**src/rtl/dog_pkg.sv**
```systemverilog
// Shared constants, FSM encoding and helpers for the DoG peak-detection stage.
package dog_pkg;

  localparam int IMG_W  = 256;
  localparam int IMG_H  = 256;
  localparam int ADDR_W = 16;
  localparam int PIX_W  = 8;
  localparam int CNT_W  = 17;

  localparam logic [PIX_W-1:0] PEAK_VAL   = 8'hFF;
  localparam logic [PIX_W-1:0] NOPEAK_VAL = 8'h00;

  typedef enum logic [1:0] {
    IDLE  = 2'd0,
    RUN   = 2'd1,
    DRAIN = 2'd2,
    FIN   = 2'd3
  } state_t;

  // Saturating increment: the peak counter must never wrap.
  function automatic logic [CNT_W-1:0] sat_inc(input logic [CNT_W-1:0] v);
    return (&v) ? v : v + 1'b1;
  endfunction

endpackage

```
**src/rtl/dog_peak_win.sv**
```systemverilog
// 3-tap window over the incoming pixel stream. The centre pixel is decided
// when its right neighbour arrives, or on flush when no right neighbour follows.
module dog_peak_win #(
  parameter int IMG_W = dog_pkg::IMG_W
) (
  input  logic        clk,
  input  logic        rst_n,
  input  logic        clear,
  input  logic        beat,
  input  logic [7:0]  pix,
  input  logic [15:0] col,
  input  logic [15:0] addr,
  input  logic        flush,
  input  logic [7:0]  thresh,
  output logic        dec_valid,
  output logic        dec_peak,
  output logic [15:0] dec_addr
);
  import dog_pkg::*;

  localparam logic [ADDR_W-1:0] LAST_COL = ADDR_W'(IMG_W - 1);

  logic              has_c;
  logic [PIX_W-1:0]  c_pix;
  logic [PIX_W-1:0]  l_pix;
  logic [ADDR_W-1:0] c_col;
  logic [ADDR_W-1:0] c_addr;
  logic              use_left;
  logic              use_right;

  // Peak compare on the current window; neighbours are masked at row edges.
  always_comb begin
    use_left  = (c_col != '0);
    use_right = beat && (c_col != LAST_COL);
    dec_valid = has_c && (beat || flush);
    dec_peak  = (c_pix > thresh) &&
                (!use_left  || (c_pix >= l_pix)) &&
                (!use_right || (c_pix > pix));
    dec_addr  = c_addr;
  end

  // Tracks whether a centre pixel is waiting for its decision.
  always_ff @(posedge clk or negedge rst_n) begin
    if (!rst_n) begin
      has_c <= 1'b0;
    end else if (clear) begin
      has_c <= 1'b0;
    end else if (beat) begin
      has_c <= 1'b1;
    end else if (flush) begin
      has_c <= 1'b0;
    end
  end

  // Shift the window on every accepted pixel beat.
  always_ff @(posedge clk) begin
    if (beat) begin
      l_pix  <= c_pix;
      c_pix  <= pix;
      c_col  <= col;
      c_addr <= addr;
    end
  end

endmodule

```
**src/rtl/dog_peak.sv**
```systemverilog
// Peak detector over a DoG result image: streams the image out of the
// source RAM, finds local horizontal maxima above a threshold and writes a
// binary peak map, counting the peaks found.
module dog_peak #(
  parameter int IMG_W = dog_pkg::IMG_W,
  parameter int IMG_H = dog_pkg::IMG_H
) (
  input  logic        clk,
  input  logic        rst_n,
  input  logic        start,
  input  logic [7:0]  thresh_i,
  output logic        ram_rd_valid_o,
  output logic [15:0] ram_rd_addr_o,
  input  logic        ram_valid_in,
  input  logic [7:0]  ram_data_in,
  output logic        ram_wr_valid_o,
  output logic [15:0] ram_wr_addr_o,
  output logic [7:0]  ram_wr_data_o,
  output logic [16:0] peak_cnt_o,
  output logic        done
);
  import dog_pkg::*;

  localparam int                N         = IMG_W * IMG_H;
  localparam logic [ADDR_W-1:0] LAST_ADDR = ADDR_W'(N - 1);
  localparam logic [ADDR_W-1:0] LAST_COL  = ADDR_W'(IMG_W - 1);
  localparam logic [CNT_W-1:0]  N_CNT     = CNT_W'(N);

  state_t            state;
  state_t            state_nxt;
  logic              start_acc;
  logic              last_rd;
  logic              beat;
  logic              flush;
  logic [PIX_W-1:0]  thresh;
  logic [CNT_W-1:0]  rx_cnt;
  logic [ADDR_W-1:0] rx_col;
  logic [CNT_W-1:0]  wr_cnt;
  logic              dec_valid;
  logic              dec_peak;
  logic [ADDR_W-1:0] dec_addr;

  // Only beats that belong to the current run are accepted; anything
  // arriving in IDLE (e.g. in-flight reads after a reset) is dropped.
  assign beat  = ram_valid_in && ((state == RUN) || (state == DRAIN)) &&
                 (rx_cnt != N_CNT);
  assign flush = (state == DRAIN) && (rx_cnt == N_CNT);

  // FSM state register.
  always_ff @(posedge clk or negedge rst_n) begin
    if (!rst_n) begin
      state <= IDLE;
    end else begin
      state <= state_nxt;
    end
  end

  // FSM next-state and control strobes.
  always_comb begin
    state_nxt = state;
    start_acc = 1'b0;
    last_rd   = 1'b0;
    done      = 1'b0;
    case (state)
      IDLE: begin
        if (start) begin
          start_acc = 1'b1;
          state_nxt = RUN;
        end
      end
      RUN: begin
        if (ram_rd_addr_o == LAST_ADDR) begin
          last_rd   = 1'b1;
          state_nxt = DRAIN;
        end
      end
      DRAIN: begin
        if (wr_cnt == N_CNT) begin
          state_nxt = FIN;
        end
      end
      FIN: begin
        done      = 1'b1;
        state_nxt = IDLE;
      end
      default: state_nxt = IDLE;
    endcase
  end

  // Read issue: one address per cycle from 0 to N-1 while in RUN.
  always_ff @(posedge clk or negedge rst_n) begin
    if (!rst_n) begin
      ram_rd_valid_o <= 1'b0;
      ram_rd_addr_o  <= '0;
    end else if (start_acc) begin
      ram_rd_valid_o <= 1'b1;
      ram_rd_addr_o  <= '0;
    end else if (last_rd) begin
      ram_rd_valid_o <= 1'b0;
      ram_rd_addr_o  <= '0;
    end else if (state == RUN) begin
      ram_rd_addr_o  <= ram_rd_addr_o + 1'b1;
    end
  end

  // Threshold latch and receive counters; rx_cnt is the pixel address and
  // rx_col its column within the row.
  always_ff @(posedge clk or negedge rst_n) begin
    if (!rst_n) begin
      thresh <= '0;
      rx_cnt <= '0;
      rx_col <= '0;
    end else if (start_acc) begin
      thresh <= thresh_i;
      rx_cnt <= '0;
      rx_col <= '0;
    end else if (beat) begin
      rx_cnt <= rx_cnt + 1'b1;
      rx_col <= (rx_col == LAST_COL) ? '0 : rx_col + 1'b1;
    end
  end

  dog_peak_win #(
    .IMG_W (IMG_W)
  ) u_win (
    .clk       (clk),
    .rst_n     (rst_n),
    .clear     (start_acc),
    .beat      (beat),
    .pix       (ram_data_in),
    .col       (rx_col),
    .addr      (rx_cnt[ADDR_W-1:0]),
    .flush     (flush),
    .thresh    (thresh),
    .dec_valid (dec_valid),
    .dec_peak  (dec_peak),
    .dec_addr  (dec_addr)
  );

  // Registered map writes plus write and peak counters.
  always_ff @(posedge clk or negedge rst_n) begin
    if (!rst_n) begin
      ram_wr_valid_o <= 1'b0;
      ram_wr_addr_o  <= '0;
      ram_wr_data_o  <= '0;
      wr_cnt         <= '0;
      peak_cnt_o     <= '0;
    end else begin
      ram_wr_valid_o <= dec_valid;
      if (start_acc) begin
        wr_cnt     <= '0;
        peak_cnt_o <= '0;
      end else if (dec_valid) begin
        ram_wr_addr_o <= dec_addr;
        ram_wr_data_o <= dec_peak ? PEAK_VAL : NOPEAK_VAL;
        wr_cnt        <= wr_cnt + 1'b1;
        if (dec_peak) begin
          peak_cnt_o <= sat_inc(peak_cnt_o);
        end
      end
    end
  end

endmodule

```
**config.mk**
```make
export PLATFORM = sky130hd
export DESIGN_NAME = dog_peak
export DESIGN_NICKNAME = d
export VERILOG_FILES = /design/src/rtl/dog_pkg.sv /design/src/rtl/dog_peak_win.sv /design/src/rtl/dog_peak.sv
export SDC_FILE = /design/constraint.sdc
export NUM_CORES = 1
export LEC_CHECK = 0
export BUFFER_PORTS_ARGS = -buffer_cell sky130_fd_sc_hd__buf_2
export CAP_MARGIN = 0
export CORE_MARGIN = 2
export CORE_UTILIZATION = 61
export CTS_BUF_LIST = sky130_fd_sc_hd__clkbuf_4
export DETAILED_ROUTE_END_ITERATION = 16
export PLACE_DENSITY_LB_ADDON = 0.25
export SLEW_MARGIN = 20
export SYNTH_ARGS = -nofsm -noshare
export SYNTH_HDL_FRONTEND = slang
export SYNTH_SLANG_ARGS = --single-unit
```
**constraint.sdc**
```tcl
create_clock -name clk -period 3.7 [get_ports clk]
set_clock_uncertainty 0.05 [all_clocks]
set_input_delay 0.37 -clock clk [delete_from_list [all_inputs] [get_ports clk]]
set_output_delay 0.37 -clock clk [all_outputs]
set_load 0.01 [all_outputs]
```
==> results.sh <==
export IMPL_placed_cell_area_mm2=0.008173
export IMPL_async_flop_share=0.7019
export IMPL_slew_viol_final=0
export IMPL_drt_initial_drc_count=484
export IMPL_vias=5840
export IMPL_grt_usage=0.2526
export IMPL_seq_area_frac_synth=0.5577
export IMPL_synth_fa_ha_area_frac=0.06048
export IMPL_postRouteAntennaNets=0
export IMPL_cts_buffer_depth=2
export IMPL_synth_edff_count=48
export IMPL_gr_total_overflow=0
export IMPL_drc=0
export IMPL_ys_seq_elements=161
export IMPL_place_congestion=0.8147
export IMPL_path_clk_slew_ns=0.14
export IMPL_ir_drop_mv=0.2279
export IMPL_port_buffers=79
export IMPL_place_inst=941
export IMPL_grt_first_pass_wirelength_um=26640
export IMPL_layout_nets=866
export IMPL_synthToLayoutAreaGrowth_pct=13.11
export IMPL_h_tree_depth=4
export IMPL_hold_violations=0
export IMPL_rsz0062_at_grt="false"
export IMPL_muxShareOfSynthArea=0.02828
export IMPL_design_area_mm2=0.008658
export IMPL_ctsRootBufferMaster="clkbuf_4"
export IMPL_drt_pass1_iterations=5
export IMPL_synth_top_family_by_area="simple AND/OR/NAND/NOR gates"
export IMPL_multi_input_area_mm2=0.003114
export IMPL_syn_inst=715
export IMPL_crit_type="register to register"
export IMPL_regArea_mm2=0.004269
export IMPL_syn_area_mm2=0.007655
export IMPL_fillers=884
export IMPL_crit_path_max_fanout=23
export IMPL_tightestPinTransition_ns=0.7426
export IMPL_syn_area_per_cell_um2=10.71
export IMPL_die_area_mm2=0.01346
export IMPL_post_route_period_util=0.8213
export IMPL_synth_cell_types=52
export IMPL_p_leak_nw=3.993
export IMPL_antenna_found_initial=1
export IMPL_finalCriticalPeriod_ns=3.039
export IMPL_synthTopCellsByArea="dfrtp_1, edfxtp_1, ha_1, o21ai_0, nand2_1"
export IMPL_grt_pass1_vias=5640
export IMPL_hpwl_um=10640
export IMPL_synth_warnings=0
export IMPL_fin_setup_tns_ns=0
export IMPL_hp_class="primary input to register"
export IMPL_final_util=0.7149
export IMPL_synthXorXnorAreaFrac=0.03661
export IMPL_die_w_um=116.0
export IMPL_start_kind="register"
export IMPL_max_cap_violations=0
export IMPL_synth_top_area_frac=0.3694
export IMPL_viasPerCell=5.893
export IMPL_finalSetupViolations=0
export IMPL_p_per_area_mw_per_mm2=424.8
export IMPL_yosys_cell_count_top_type="dfrtp_1"
export IMPL_wirelength_um=15870
export IMPL_status="finished, final reports clean"
export IMPL_cts_inserted_buffers=17
export IMPL_insertion_delay_ns=0.56
export IMPL_fmax_mhz=329.1
export IMPL_holdWs_ns=0.2578
export IMPL_crit_required_ns=4.10
export IMPL_synth_nets=772
export IMPL_synth_compound_area_frac=0.09497
export IMPL_io_pins=80
export IMPL_die_h_um=116.0
export IMPL_yosys_area_top_type="dfrtp_1"
export IMPL_synth_common_cells="dfrtp_1, nand2_1, o21ai_0"
export IMPL_fp_row_count=40
export IMPL_final_cells=991
export IMPL_cts_sinks=161
export IMPL_core_area_mm2=0.01211
export IMPL_synth_main_ff_cell="dfrtp_1"
export IMPL_synthSimpleGateAreaFrac=0.1863
export IMPL_start_util=0.6320
export IMPL_grt_max_degree=64
export IMPL_slew_headroom=0.5035
export IMPL_wl_per_cell_um=16.01
export IMPL_end_kind="register"
export IMPL_cp_arrival_ns=3.44
export IMPL_drive_gt1_frac=0.1776
export IMPL_cts_tree="built"
## cell type report
class / instances / share of cell area
diodes: 1 / 0.0002890
repair buffers: 100 / 0.07052
well taps: 168 / 0.02428
multi-input cells: 492 / 0.3597
inverters: 37 / 0.01604
clock buffers: 17 / 0.01474
clock inverters: 15 / 0.02139
flip-flops and latches: 161 / 0.4931
## cell families (layout without fill, tap and decap cells)
logic type      count (synthesis)  in the layout
flops                         161            161
fa+ha+maj                      37             37
mux                            19             19
other cells                     0              1
buf+inv                        62            169
xor+xnor                       32             32
compound gates                130            130
simple gates                  274            274
## sequential cells by signal, indices dropped and copies added, names as in the netlist, 16 cells and up
name            flops
peak_cnt_o         17
wr_cnt             17
u_win.c_col        16
rx_col             16
rx_cnt             17
ram_wr_addr_o      16
u_win.dec_addr     16
ram_rd_addr_o      16
## where the power goes
group | total (mW) | switching, mW | internal (mW)
Combinational | 0.417 | 0.224 | 0.193
Clock | 1.11 | 0.640 | 0.475
Sequential | 2.15 | 0.150 | 2.00
Total | 3.68 | 1.01 | 2.66
## critical path: stages (launching register included)
cell     delay, ns
dfrtp_1       0.46
inv_1         0.07
ha_1          0.18
nor4b_1       0.13
and4_4        0.21
or2_4         0.25
inv_2         0.36
nand3_1       0.65
o41ai_1       0.56
## per-stage QoR
step	power (mW)	worst slack (ns)
after detailed placement	2.588	0.6915
after global routing	3.860	0.3543
after global placement	2.554	0.8395
final	3.678	0.6611
after floorplan	2.418	0.7903
after CTS	3.701	0.6590
## repair_timing
item,4_1_cts,5_1_grt
hold buffers,17,0
hold endpoints to repair,66,0
setup buffers,0,0
resized for setup,0,0
## layer usage
layer  part of all wire  GRT usage
met1               0.43     0.3243
met2               0.50     0.4148
met3              0.043    0.05439
met4              0.029     0.1159
met5                  0          0
## cell usage in the layout (no fill, tap or decap), types with 4 or more instances in the layout
cell type,netlist,final
nand2_1,76,76
a21oi_1,39,39
xnor2_1,6,6
or4_1,10,10
mux2_2,18,18
dlygate4sd3_1,0,17
inv_1,36,36
nor3_1,4,4
buf_2,5,78
clkinvlp_4,0,5
or3_1,16,16
nand4_1,27,27
nand3_1,22,22
ha_1,37,37
nor2_1,59,59
edfxtp_1,48,48
and3_1,24,24
xor2_1,26,26
a31oi_1,5,5
clkbuf_4,0,17
nand2b_1,5,5
o21ai_0,61,61
o31ai_1,12,12
dfrtp_1,113,113
buf_4,7,4
nor4_1,8,8
## worst paths after layout
check                      depth (start not counted)             end  slack (ns)            from
max in group asynchronous                          3      wr_cnt[16]        2.49           rst_n
min reg2reg                                        0  u_win.l_pix[0]        0.43  u_win.c_pix[0]
max                                                8       rx_col[5]        0.66       rx_cnt[0]
max reg2reg                                        8       rx_col[5]        0.66       rx_cnt[0]
min in group asynchronous                          2       thresh[6]        0.33           rst_n
min                                                4  ram_wr_valid_o        0.26    ram_valid_in
Note: power is estimated with default switching activity, not from simulation.
